===== config.mk =====
export PLATFORM = sky130hd
export DESIGN_NAME = cell_comm_rx_decoder
export DESIGN_NICKNAME = d
export VERILOG_FILES = /design/src/rtl/cell_comm_rx_decoder.sv
export SDC_FILE = /design/constraint.sdc
export NUM_CORES = 1
export LEC_CHECK = 0
export ABC_AREA = 1
export ABC_CLOCK_PERIOD_IN_PS = 8900
export BUFFER_PORTS_ARGS = -buffer_cell sky130_fd_sc_hd__buf_2
export CAP_MARGIN = 40
export CORE_ASPECT_RATIO = 1.2
export CORE_MARGIN = 2
export CORE_UTILIZATION = 55
export DETAILED_ROUTE_END_ITERATION = 10
export PLACE_DENSITY = 0.87
export SLEW_MARGIN = 20
export SYNTH_ARGS = -nofsm -noshare
export SYNTH_HDL_FRONTEND = slang
export SYNTH_SLANG_ARGS = --single-unit

===== constraint.sdc =====
create_clock -name auroraUserClk -period 8.9 [get_ports auroraUserClk]
set_clock_uncertainty 0.15 [all_clocks]
set_input_delay 0 -clock auroraUserClk [delete_from_list [all_inputs] [get_ports auroraUserClk]]
set_output_delay 0 -clock auroraUserClk [all_outputs]
set_load 0.005 [all_outputs]

===== src/rtl/cell_comm_rx_decoder.sv =====
// cell_comm_rx_decoder
//   Receive-side decoder for cell-controller BPM packets on one Aurora link.
//   It parses 4-beat frames (header, X, Y, S) from the RX AXI-stream and emits one
//   registered position record per clean frame. It also counts good frames, CRC
//   faults and framing errors.
//   Optional feature macro: CELL_RX_DUP_DETECT_EN (seen-index bitmap + dupCount).
module cell_comm_rx_decoder #(
    parameter int         FOFB_IDX_WIDTH = 9,
    parameter int         ADC_COUNT      = 4,
    parameter int         DATA_WIDTH     = 32,
    parameter logic [7:0] MAGIC          = 8'hA5
) (
    input  logic                      auroraUserClk,
    input  logic                      auroraUserReset,
    input  logic                      channelUp,
    input  logic                      axisRxTvalid,
    input  logic                      axisRxTlast,
    input  logic [31:0]               axisRxTdata,
    input  logic                      axisRxCRCvalid,
    input  logic                      axisRxCRCpass,
    input  logic                      clearSeen,
    output logic                      posValid,
    output logic [FOFB_IDX_WIDTH-1:0] posIdx,
    output logic [DATA_WIDTH-1:0]     posX,
    output logic [DATA_WIDTH-1:0]     posY,
    output logic [DATA_WIDTH-1:0]     posS,
    output logic [ADC_COUNT-1:0]      posClip,
    output logic [31:0]               goodCount,
    output logic [31:0]               crcFaultCount,
    output logic [31:0]               framingErrCount,
    output logic [31:0]               dupCount
);
    localparam logic [2:0] ST_HDR   = 3'd0;
    localparam logic [2:0] ST_X     = 3'd1;
    localparam logic [2:0] ST_Y     = 3'd2;
    localparam logic [2:0] ST_S     = 3'd3;
    localparam logic [2:0] ST_DRAIN = 3'd4;

    logic [2:0]                state_q, state_d;
    logic [FOFB_IDX_WIDTH-1:0] idx_q;
    logic [ADC_COUNT-1:0]      clip_q;
    logic [DATA_WIDTH-1:0]     x_q, y_q;
    logic                      ld_hdr, ld_x, ld_y;
    logic                      ev_good, ev_crc, ev_fr;
    logic                      pos_valid_q;
    logic [FOFB_IDX_WIDTH-1:0] pos_idx_q;
    logic [ADC_COUNT-1:0]      pos_clip_q;
    logic [DATA_WIDTH-1:0]     pos_x_q, pos_y_q, pos_s_q;
    logic [31:0]               good_q, crc_q, fr_q;

    // Frame parser: at most one count event per frame, and framing errors win over CRC.
    always_comb begin
        state_d = state_q;
        ld_hdr  = 1'b0;
        ld_x    = 1'b0;
        ld_y    = 1'b0;
        ev_good = 1'b0;
        ev_crc  = 1'b0;
        ev_fr   = 1'b0;
        if (!channelUp) begin
            state_d = ST_HDR;
        end else if (axisRxTvalid) begin
            case (state_q)
                ST_HDR: begin
                    if (axisRxTdata[31:24] != MAGIC) begin
                        ev_fr   = 1'b1;
                        state_d = axisRxTlast ? ST_HDR : ST_DRAIN;
                    end else if (axisRxTlast) begin
                        ev_fr   = 1'b1;
                    end else begin
                        ld_hdr  = 1'b1;
                        state_d = ST_X;
                    end
                end
                ST_X: begin
                    if (axisRxTlast) begin
                        ev_fr   = 1'b1;
                        state_d = ST_HDR;
                    end else begin
                        ld_x    = 1'b1;
                        state_d = ST_Y;
                    end
                end
                ST_Y: begin
                    if (axisRxTlast) begin
                        ev_fr   = 1'b1;
                        state_d = ST_HDR;
                    end else begin
                        ld_y    = 1'b1;
                        state_d = ST_S;
                    end
                end
                ST_S: begin
                    if (!axisRxTlast) begin
                        ev_fr   = 1'b1;
                        state_d = ST_DRAIN;
                    end else begin
                        // A missing CRC result is treated the same as a failed one.
                        ev_good = axisRxCRCvalid && axisRxCRCpass;
                        ev_crc  = !(axisRxCRCvalid && axisRxCRCpass);
                        state_d = ST_HDR;
                    end
                end
                ST_DRAIN: begin
                    if (axisRxTlast) state_d = ST_HDR;
                end
                default: state_d = ST_HDR;
            endcase
        end
    end

    // FSM state register
    always_ff @(posedge auroraUserClk or posedge auroraUserReset) begin
        if (auroraUserReset) state_q <= ST_HDR;
        else                 state_q <= state_d;
    end

    // Staging for header fields and X/Y; discarded whenever the link drops
    always_ff @(posedge auroraUserClk or posedge auroraUserReset) begin
        if (auroraUserReset) begin
            idx_q  <= '0;
            clip_q <= '0;
            x_q    <= '0;
            y_q    <= '0;
        end else if (!channelUp) begin
            idx_q  <= '0;
            clip_q <= '0;
            x_q    <= '0;
            y_q    <= '0;
        end else begin
            if (ld_hdr) begin
                idx_q  <= axisRxTdata[FOFB_IDX_WIDTH-1:0];
                clip_q <= axisRxTdata[16 +: ADC_COUNT];
            end
            if (ld_x) x_q <= axisRxTdata[DATA_WIDTH-1:0];
            if (ld_y) y_q <= axisRxTdata[DATA_WIDTH-1:0];
        end
    end

    // Output record: pulse valid for one cycle, hold data until the next record
    always_ff @(posedge auroraUserClk or posedge auroraUserReset) begin
        if (auroraUserReset) begin
            pos_valid_q <= 1'b0;
            pos_idx_q   <= '0;
            pos_clip_q  <= '0;
            pos_x_q     <= '0;
            pos_y_q     <= '0;
            pos_s_q     <= '0;
        end else begin
            pos_valid_q <= ev_good;
            if (ev_good) begin
                pos_idx_q  <= idx_q;
                pos_clip_q <= clip_q;
                pos_x_q    <= x_q;
                pos_y_q    <= y_q;
                pos_s_q    <= axisRxTdata[DATA_WIDTH-1:0];
            end
        end
    end

    // Frame statistics; 32-bit counters wrap naturally
    always_ff @(posedge auroraUserClk or posedge auroraUserReset) begin
        if (auroraUserReset) begin
            good_q <= '0;
            crc_q  <= '0;
            fr_q   <= '0;
        end else begin
            if (ev_good) good_q <= good_q + 32'd1;
            if (ev_crc)  crc_q  <= crc_q + 32'd1;
            if (ev_fr)   fr_q   <= fr_q + 32'd1;
        end
    end

`ifdef CELL_RX_DUP_DETECT_EN
    logic [(2**FOFB_IDX_WIDTH)-1:0] seen_q, seen_d;
    logic [31:0]                    dup_q;
    logic                           ev_dup;

    // A clear coinciding with a record is applied first, so the record only sets its bit
    always_comb begin
        seen_d = clearSeen ? '0 : seen_q;
        if (ev_good) seen_d[idx_q] = 1'b1;
        ev_dup = ev_good && !clearSeen && seen_q[idx_q];
    end

    // Seen-index bitmap and duplicate counter
    always_ff @(posedge auroraUserClk or posedge auroraUserReset) begin
        if (auroraUserReset) begin
            seen_q <= '0;
            dup_q  <= '0;
        end else begin
            seen_q <= seen_d;
            if (ev_dup) dup_q <= dup_q + 32'd1;
        end
    end

    assign dupCount = dup_q;
`else
    logic unused_clear_seen;
    assign unused_clear_seen = clearSeen;
    assign dupCount          = '0;
`endif

    assign posValid        = pos_valid_q;
    assign posIdx          = pos_idx_q;
    assign posClip         = pos_clip_q;
    assign posX            = pos_x_q;
    assign posY            = pos_y_q;
    assign posS            = pos_s_q;
    assign goodCount       = good_q;
    assign crcFaultCount   = crc_q;
    assign framingErrCount = fr_q;
endmodule

After elaboration in Yosys (flattened, before gate mapping). Index checks and enable logic that the tools add are counted.

Add/subtract/negate cells: 3. Equality and inequality tests: 11. Mux-type cells: 41. Reductions and logical operators: 5.

Operators by type and width (count): $mux 32 (4); $add 32x1->32 const B (3); $mux 1 (23); $mux 3 (6); $mux 9 (2); $pmux 3 s5 (1); $mux 4 (2); $ne 2x1->1 const B (4); $ne 8x8->1 const B (1); $eq 3x2->1 const B (2); $mux 2 (2); $ne 4x4->1 const B (1); $eq 3x1->1 const B (1); $eq 3x3->1 const B (1); $logic_not 3->1 (1); $ne 3x3->1 const B (1); $pmux 1 s3 (1); $reduce_and 3->1 (1); $reduce_or 2->1 (1); $logic_and 1x1->1 (1); $logic_not 1->1 (1).

Register bits after elaboration: 286. Input port bits: 40. Output and inout bits: 238. Logic and storage cells: 74.

Longest topological paths before layout.
Word-level depth: 7. Depth in mapped cells: 11. Mapped depth without buffers: 10.

Least setup slack after synthesis. Ideal clock, no wire load.

Path kind: register -> register. Start: register fr_q[0], in the netlist framingErrCount[0]. End: register fr_q[22], in the netlist framingErrCount[22]. Arrival time: 1.462 ns. Data required time: 8.633 ns. Path slack: 7.171 ns. Stages on the path, launching flop included: 11. Buffers on the path: 0. Period minus slack after synthesis: 1.729 ns. Cells stage by stage: dfrtp_1 ha_1 nand3_1 inv_1 nand2_1 nor2_1 nand2_1 nor2_1 nand3_1 nand2_1 nand2_1.

Cells in the longest elaborated chain, start to end: 1.

Ends and longest elaborated chain: start: declaration (line 49) `logic [31:0] good_q, crc_q, fr_q;`; start signal: assignment (line 170) `if (ev_fr) fr_q <= fr_q + 32'd1;`; $add 32x1->32 (line 170).

Every way passes these cells. A chain may end at the register's enable or synchronous reset.

Worst setup path after layout.
Start: register state_q[0]. End: register good_q[24], in the netlist goodCount[24].

Cells in the longest elaborated chain, start to end: 4.

Ends and longest elaborated chain: start: declaration (line 39) `logic [2:0] state_q, state_d;`; start signal: assignment (line 115) `else state_q <= state_d;`; $eq 3x2->1 (line 63) `case (state_q)`; $mux 1 (line 63); $mux 1 (line 62) `end else if (axisRxTvalid) begin`; $mux 1 (line 60) `if (!channelUp) begin`; end signal: assignment (line 168) `if (ev_good) good_q <= good_q + 32'd1;`; end: declaration (line 49).

Every way passes these cells.

==> results.toml <==
[status]
outcome = "finished, final reports clean"

[floorplanning]
ioPinCount = 278
std_cell_rows = 61
initial_utilization_pct = 56.4
die_h_um = 173
die_w_um = 145
core-area_um2 = 23300
dieArea_um2 = 25100

[clock_network]
cts-root-buf = "clkbuf_16"
clockBufferDepth = 3
clkTransAtPathRegs_ns = 0.06
cts_buffers = 29
tritoncts = "built"
clock_latency_ns = 0.54
cts_sinks = 286
cts-resized-gates = 0
cts_max_level = 1

[pwr]
cellPowerDensity_nw_per_um2 = 175
irDropWorstVdd_uv = 147
p_leak_nw = 8.66

[placed_design]
gp_congestion = 0.896
numPortBuffers = 244
dp_hpwl_um = 21600
post-place-ws_ns = 6.16

[synth]
syn_area_um2 = 13100
async_flop_share_pct = 100
yosys_warnings = 0
ys_seq_area_share_pct = 54.5
yosys.area.top_type = "dfrtp_1"
ys_top_cells_by_count = "nand2_1, dfrtp_1, inv_1"
synth.area.top_cells = "dfrtp_1, nand2_1, o21ai_0"
synth.distinct_cells = 31
synth.top_cell.area_share_pct = 54.5
synth-edff-count = 0
synth_most_common_cell = "nand2_1"
syn-instance-count = 1601
synthFlopType = "dfrtp_1"
syn_area_per_cell_um2 = 8.20
ys_ff_latch = 286

[worst_hold_path]
min_from = "axisRxTdata[15]"
hold_end = "posS[15]$_DFFE_PP0P_"
worstHoldPathType = "in -> reg"
whs_path_depth = 4

[route]
viasPerCell = 5.17
ant_nets = 0
drt_iter0_markers = 653
dr_total_vias = 11410
drc = 0
wl_um = 33000
dr.pass1.iters = 5
post_drt_wl_per_cell_um = 14.9

[critical_path]
critPathArrivalTime_ns = 2.81
crit_path_start_kind = "flop"
r2r_end = "goodCount[24]$_DFFE_PP0P_"
setup.worst_path.class = "reg -> reg"
r2r_start = "state_q[0]$_DFFE_PP0P_"
required_ns = 9.18
path_max_fanout = 56
endpoint_kind = "flop"
r2r_cells = 11
r2r_setup_slack_ns = 6.37

[timing]
finalHoldViolations = 0
fin_ws_ns = 6.37
period_share_pct = 28.5
setup_viol = 0
fmax_mhz = 395
fin_crit_ns = 2.53
slew_headroom_pct = 54.4
holdWs_ns = 0.0667
tightest_slew_ns = 0.683
tns_ns = 0
rsz0062_at_grt = "no"
drv_slew = 0

[global_route]
gr-total-overflow = 0
antenna_found_initial = 0
grt_max_degree = 99
grt_pass1_wl_um = 54200
grt_pass1_vias = 11129
globalRouteTotalUtil_pct = 25.9

[finish]
ff_latch_area_um2 = 7160
drive_gt1_share_pct = 17.2
diodes = 0
fillers = 1758
multi_input_area_um2 = 4900
nets = 1916
area_growth_pct = 21.4

[run]
cap_viol_max_count = 0
worst max-delay path by stage:
stage	slack, ns	endpoint	cells past startpoint	from
floorplan	0.86	clip_q[0]$_DFFE_PP0P_	1	auroraUserReset
global placement	6.24	posX[18]$_DFFE_PP0P_	6	state_q[1]$_DFFE_PP0P_
detailed placement	6.16	posY[22]$_DFFE_PP0P_	6	state_q[1]$_DFFE_PP0P_
CTS	6.13	posX[7]$_DFFE_PP0P_	6	state_q[0]$_DFFE_PP0P_
global route	6.20	goodCount[25]$_DFFE_PP0P_	11	axisRxTvalid
finish	6.37	goodCount[24]$_DFFE_PP0P_	11	state_q[0]$_DFFE_PP0P_
flip-flops by register name, indices dropped and copies added, names as in the netlist:
| name | count |
|---|---|
| state_q | 3 |
| posClip | 4 |
| posValid | 1 |
| clip_q | 4 |
| posY | 32 |
| x_q | 32 |
| idx_q | 9 |
| posIdx | 9 |
| y_q | 32 |
| goodCount | 32 |
| posS | 32 |
| crcFaultCount | 32 |
| posX | 32 |
| framingErrCount | 32 |
cell usage in the layout, fill, tap and decap left out, types with 3 or more instances in the layout:
master / n
buf_16: 3
buf_2: 244
buf_4: 8
bufinv_16: 4
clkbuf_1: 3
clkbuf_16: 29
clkbuf_8: 4
clkinv_2: 6
clkinvlp_4: 3
conb_1: 32
dfrtp_1: 286
dlygate4sd3_1: 39
ha_1: 3
inv_1: 180
inv_2: 4
nand2_1: 575
nand2_2: 3
nand3_1: 61
nand3b_1: 10
nand4_1: 22
nor2_1: 115
nor2_4: 4
nor3_1: 16
o21ai_0: 151
o21ai_1: 8
xnor2_1: 28
xor2_1: 32
worst max-delay path, cell delays in order, from the launching register on:
cell and delay, ns:
dfrtp_1 0.44, nand2_1 0.13, nor2_4 0.17, nand4_4 0.08, buf_4 0.28, inv_2 0.08
buf_4 0.53, nand2_2 0.18, nor2_4 0.17, nand2_1 0.07, nand2_1 0.06, nand2_1 0.04
metrics by stage:
stage / power [mW] / cells / util, % / instance area, µm²
after floorplan: 1.49 / 1632 / - / 13200
after global placement: 1.53 / 2113 / 62.0 / 14400
after detailed placement: 1.54 / 2116 / 62.4 / 14500
after CTS: 2.81 / 2206 / 68.3 / 15900
after global routing: 2.89 / 2208 / 68.4 / 15900
final: 2.78 / 2208 / 68.4 / 15900
area by class of cell:
type / instances / area share, %
inverters: 185 / 4.41
clock buffers: 36 / 4.97
clock inverters: 15 / 1.19
repair buffers: 296 / 11.3
well taps: 315 / 2.47
flip-flops and latches: 286 / 44.9
multi-input cells: 1075 / 30.8
cell families (layout without fill, tap and decap cells):
kind of cell / Yosys count / count (layout) / synth area share (%)
other cells: 1 / 32 / 0.0286
compound gates: 166 / 166 / 6.43
buf+inv: 271 / 532 / 9.09
fa+ha+maj: 3 / 3 / 0.286
xor+xnor: 60 / 60 / 4.01
simple gates: 814 / 814 / 25.6
flops: 286 / 286 / 54.5
where the power goes:
group	internal (mW)	switching (mW)	leakage [nW]	total, mW
Sequential	1.34	0.0249	3.90	1.36
Combinational	0.0587	0.112	4.28	0.171
Clock	0.745	0.505	0.479	1.25
Total	2.14	0.642	8.66	2.78
routing by layer:
layer  up-vias  global-route usage, %  part of all wire [%]
met5         -                      0                     0
met4         0                   9.57                   3.3
met3        90                   4.49                   7.3
met2       470                   44.8                    50
met1      5410                   32.8                    40
li1       5440                      -                     -
timing repair:
item	4_1_cts	5_1_grt
hold endpoints to repair	356	0
hold buffers	39	0
setup buffers	0	0
No activity file was read; power rests on OpenSTA's default activity.
